$ cat config.mk
export PLATFORM = sky130hd
export DESIGN_NAME = dmux_dispatch_ctrl
export DESIGN_NICKNAME = d
export VERILOG_FILES = /design/src/rtl/dmux_pkg.sv /design/src/rtl/rr_pick.sv /design/src/rtl/dmux_dispatch_ctrl.sv
export SDC_FILE = /design/constraint.sdc
export NUM_CORES = 1
export LEC_CHECK = 0
export CAP_MARGIN = 20
export CORE_AREA = 2 2 65 67
export CTS_BUF_LIST = sky130_fd_sc_hd__clkbuf_16
export CTS_CLUSTER_DIAMETER = 60
export CTS_CLUSTER_SIZE = 30
export DETAILED_ROUTE_END_ITERATION = 8
export DIE_AREA = 0 0 67 69
export PLACE_DENSITY_LB_ADDON = 0.3
export SETUP_SLACK_MARGIN = 0.1
export SLEW_MARGIN = 40
export SYNTH_ARGS = -nofsm -noshare
export SYNTH_HDL_FRONTEND = slang
export SYNTH_SLANG_ARGS = --single-unit
$ cat constraint.sdc
create_clock -name clk -period 6 [get_ports clk]
set_clock_uncertainty 0.05 [all_clocks]
set_input_delay 0.9 -clock clk [delete_from_list [all_inputs] [get_ports clk]]
set_output_delay 0.9 -clock clk [all_outputs]
set_load 0.02 [all_outputs]
$ cat src/rtl/dmux_pkg.sv
// rtl/dmux_pkg.sv - shared constants and FSM state type for the demux dispatch controller
package dmux_pkg;
  localparam int N_OUT = 8;
  localparam int SEL_W = 3;
  localparam int CNT_W = 8;

  typedef enum logic [1:0] {
    IDLE = 2'd0,
    ARB  = 2'd1,
    XFER = 2'd2
  } state_t;
endpackage

$ cat src/rtl/rr_pick.sv
// rtl/rr_pick.sv - rotating priority encoder: first set mask bit after ptr, modulo N_OUT
module rr_pick
  import dmux_pkg::*;
(
  input  logic [N_OUT-1:0] mask,
  input  logic [SEL_W-1:0] ptr,
  output logic [SEL_W-1:0] grant,
  output logic             any
);

  logic [SEL_W-1:0] idx;

  // Walk offsets from farthest to nearest so the nearest set bit after ptr wins.
  always_comb begin
    grant = '0;
    idx   = '0;
    any   = |mask;
    for (int i = N_OUT; i >= 1; i--) begin
      idx = ptr + SEL_W'(i);
      if (mask[idx]) begin
        grant = idx;
      end
    end
  end

endmodule

$ cat src/rtl/dmux_dispatch_ctrl.sv
// rtl/dmux_dispatch_ctrl.sv - round-robin burst dispatcher driving the 1-to-8 demux select
module dmux_dispatch_ctrl
  import dmux_pkg::*;
#(
  parameter int DW    = 8,
  parameter int BURST = 4
) (
  input  logic             clk,
  input  logic             rst_n,
  input  logic             in_valid,
  input  logic [DW-1:0]    in_data,
  input  logic             in_last,
  output logic             in_ready,
  input  logic [N_OUT-1:0] ch_mask,
  input  logic [N_OUT-1:0] out_ready,
  output logic [N_OUT-1:0] out_valid,
  output logic [DW-1:0]    out_data,
  output logic [SEL_W-1:0] sel,
  output logic             busy
);

  localparam logic [CNT_W-1:0] LAST_BEAT = CNT_W'(BURST - 1);
  localparam logic [CNT_W-1:0] CNT_MAX   = '1;

  state_t           state_q, state_d;
  logic [SEL_W-1:0] ptr_q, ptr_d;
  logic [SEL_W-1:0] sel_q, sel_d;
  logic [CNT_W-1:0] beat_cnt_q, beat_cnt_d;

  logic [SEL_W-1:0] grant;
  logic             grant_any;
  logic             ch_ok;
  logic             hs;

  rr_pick u_rr_pick (
    .mask  (ch_mask),
    .ptr   (ptr_q),
    .grant (grant),
    .any   (grant_any)
  );

  always_ff @(posedge clk) begin
    if (!rst_n) begin
      state_q    <= IDLE;
      ptr_q      <= SEL_W'(N_OUT - 1);
      sel_q      <= '0;
      beat_cnt_q <= '0;
    end else begin
      state_q    <= state_d;
      ptr_q      <= ptr_d;
      sel_q      <= sel_d;
      beat_cnt_q <= beat_cnt_d;
    end
  end

  always_comb begin
    state_d    = state_q;
    ptr_d      = ptr_q;
    sel_d      = sel_q;
    beat_cnt_d = beat_cnt_q;
    in_ready   = 1'b0;
    out_valid  = '0;
    ch_ok      = ch_mask[sel_q];
    hs         = 1'b0;

    unique case (state_q)
      IDLE: begin
        if (in_valid && (|ch_mask)) begin
          state_d = ARB;
        end
      end

      ARB: begin
        if (grant_any) begin
          sel_d      = grant;
          ptr_d      = grant;
          beat_cnt_d = '0;
          state_d    = XFER;
        end else begin
          state_d = IDLE;
        end
      end

      XFER: begin
        // Clearing the granted channel's enable blocks the beat in the same cycle.
        out_valid[sel_q] = in_valid & ch_ok;
        in_ready         = out_ready[sel_q] & ch_ok;
        hs               = in_valid & in_ready;
        if (!ch_ok) begin
          beat_cnt_d = '0;
          state_d    = ARB;
        end else if (hs) begin
          if (beat_cnt_q != CNT_MAX) begin
            beat_cnt_d = beat_cnt_q + 1'b1;
          end
          if (in_last || (beat_cnt_q == LAST_BEAT)) begin
            state_d = ARB;
          end
        end
      end

      default: begin
        state_d = IDLE;
      end
    endcase
  end

  assign out_data = in_data;
  assign sel      = sel_q;
  assign busy     = (state_q != IDLE);

endmodule

==> reports/qor.yml <==
status:
  status: "completed"
floorplan:
  dieArea_um2: 4623
  start_util_pct: 48.15
  num_rows: 23
  chipHeight_um: 69
  io_pins: 49
  dieWidth_um: 67
  core_um2: 3914
critical_path:
  cp-startpoint: "ch_mask[4]"
  critPathRequiredTime_ns: 5.05
  cp.arrival_ns: 3.77
  regToRegStartpoint: "ptr_q[1]"
  end_kind: "primary output"
  path_max_fanout: 11
  reg2reg_depth: 8
  worst-setup-path-type: "in -> out"
  startpoint_type: "input port"
timing:
  worstMarginPinSlew_ns: 0.7744
  hold_ws_ns: 0.3844
  rsz0062_at_grt: "no"
  setup_violations: 0
  max_freq_mhz: 212.0
  fin_ws_ns: 1.283
  fin_crit_sh_pct: 78.61
  tns_ns: 0
  slew_violations: 0
  relSlewSlack_pct: 48.30
  finalHoldViolCount: 0
  min_period_ns: 4.717
cells_and_area:
  drive_above_1_share_pct: 9.237
  instances_no_fill: 299
  layout_commonest_cell: "clkdlybuf4s50_1"
  nets: 282
  fillCellCount: 387
  n_antenna_cell: 0
  area_delta_synth_final_pct: 18.33
  final_cell_mix: "clkdlybuf4s50_1, nor2_1, nand2_1"
clock_tree:
  cts_hold_buf: 0
  cts_buffers: 3
  cts_root_buf: "clkbuf_16"
  clk_pin_slew_ns: 0.05
  cts_buffer_depth: 2
  cts_tree: "yes"
  cts.sinks: 16
  cts-resized-gates: 0
  cts_setup_buffers: 0
  clkLatencyLatePin_ns: 0.24
  cts-htree-levels: 1
grt:
  antenna_found_initial: 0
  grt_overflow: 0
  gr-usage-all-layers_pct: 21.59
  grt_max_degree: 20
  grt_pass1_wl_um: 8211
  grt_pass1_vias: 1766
detailed_routing:
  drcViolationCount: 0
  drt_iter0_drc: 192
  drt_first_pass_iters: 4
  routed_wirelength_um: 4900
  final_antenna_net_count: 0
  vias: 1840
  detail_route.wl_per_cell_um: 16.39
  vias_per_cell: 6.154
place:
  hpwlAfterDp_um: 3628
  place_ws_ns: 1.323
  dp.cells: 296
  numPortBuffers: 32
  place_congestion: 0.8703
flow_run:
  cap_violations: 0
min_path:
  hp-class: "reg -> reg"
  hold_depth: 1
  hold_start: "state_q[0]"
synthesis:
  syn_area_per_cell_um2: 8.122
  ys_types: 55
  synth_fp_nets: 263
  syn_inst: 232
  synth_warnings: 0
  synthesis.area_um2: 1884
  synth-edff-count: 0
  ys_ff_latch: 16
  async_flop_share_pct: 0
  ys_seq_area_share_pct: 17.00
  synth_ff_type: "dfxtp_1"
power:
  switchingPower_uw: 257.5
  power_uw: 609.9
  cellPowerDensity_nw_per_um2: 273.5
  pwr-share-seq_pct: 24.4
  clockPowerShare_pct: 20.4
  intPower_uw: 352.4
  ir_drop_uv: 136.8
  p_leak_uw: 0.0008201
  p_sw_share_pct: 42.21
  p_comb_share_pct: 55.2
[cell usage after synthesis (2+ instances only)]
cell       number  area share (%)
a211o_1         6             2.8
a211oi_1        4             1.6
a21oi_1        13             3.5
a221oi_1        2            0.93
a31oi_1         2            0.66
and2_1          2            0.66
and3_1          5             1.7
and4_1          2            0.93
buf_2           6             1.6
buf_4           8             3.2
clkbuf_1        2            0.40
dfxtp_1        16              17
ha_1            3             2.0
inv_1           8             1.6
inv_2           2            0.40
mux2i_1        17             9.0
mux4_1          3             4.2
mux4_2          4             4.8
nand2_1        21             4.2
nand2b_1        2            0.66
nand3_1         5             1.3
nand3b_1        6             2.4
nor2_1         22             4.4
nor3_1         11             2.9
nor4_1          7             2.3
nor4b_1         2            0.93
o2111ai_1       2            0.93
o21ai_0        11             2.9
o21ai_1         3            0.80
o221ai_2        2             1.6
or2_2           3             1.0
xnor2_1         6             2.8
xor2_1          2            0.93
[power by group through the flow]
stage | clock network, uW | logic, uW | registers [uW]
after global routing | 132 | 363 | 152
final | 124 | 337 | 149
after floorplan | 0 | 282 | 130
after CTS | 127 | 332 | 148
after detailed placement | 0 | 330 | 150
after global placement | 0 | 325 | 150
[per-layer routing]
layer | share of wire, % | vias up | wire [um] | track usage, %
met1 | 44 | 867 | 2180 | 28.51
met5 | 0 | - | 0 | 0
met2 | 50 | 58 | 2436 | 37.18
met4 | 0.73 | 0 | 36 | 4.989
li1 | - | 911 | - | -
met3 | 5.0 | 4 | 246 | 2.121
[state kept, by name, indices dropped and copies added, names as in the netlist]
signal	count
beat_cnt_q	8
ptr_q	3
state_q	2
sel	3
[cells by family (layout without fill, tap and decap cells)]
| kind of cell | after synthesis | in the layout | synth area share [%] |
|---|---|---|---|
| muxes | 26 | 26 | 19.39 |
| adders and majority gates | 3 | 3 | 1.992 |
| buffers and inverters | 28 | 45 | 7.968 |
| DFF | 16 | 16 | 17.00 |
| xor gates and xnor gates | 8 | 8 | 3.719 |
| AOI/OAI and AO/OA | 60 | 60 | 24.97 |
| and+or+nand+nor | 91 | 91 | 24.97 |
[critical path: stages]
cell and delay [ns]:
clkdlybuf4s50_1 0.61, nand3b_1 0.11, a21oi_1 0.24, a2111oi_4 0.11, nor2_1 0.58, nand2_1 0.26, nor2_1 0.17, and3_1 0.17
clkdlybuf4s50_1 0.61
[cell type report]
type / count / area [um2] / share of cell area [%]
clock buffers: 3 / 75.07 / 3.367
inverters: 10 / 37.54 / 1.684
well taps: 50 / 62.56 / 2.806
repair buffers: 32 / 320.3 / 14.37
multi-input cells: 188 / 1414 / 63.41
flip-flops and latches: 16 / 320.3 / 14.37
[worst paths after layout]
| kind | to | slack [ns] |
|---|---|---|
| worst min-delay path | state_q[0] | 0.38 |
| worst max register to register | ptr_q[1] | 2.64 |
| worst max-delay path | out_valid[3] | 1.28 |
| worst min register to register | state_q[0] | 0.38 |
[per-stage QoR]
stage / util (%) / cell area [um2]
6_report: 56.97 / 2230
3_5_place_dp: 55.05 / 2155
4_1_cts: 56.97 / 2230
5_1_grt: 56.97 / 2230
2_1_floorplan: - / 1884
3_3_place_gp: 55.05 / 2155
(Power assumes the default switching activity.)
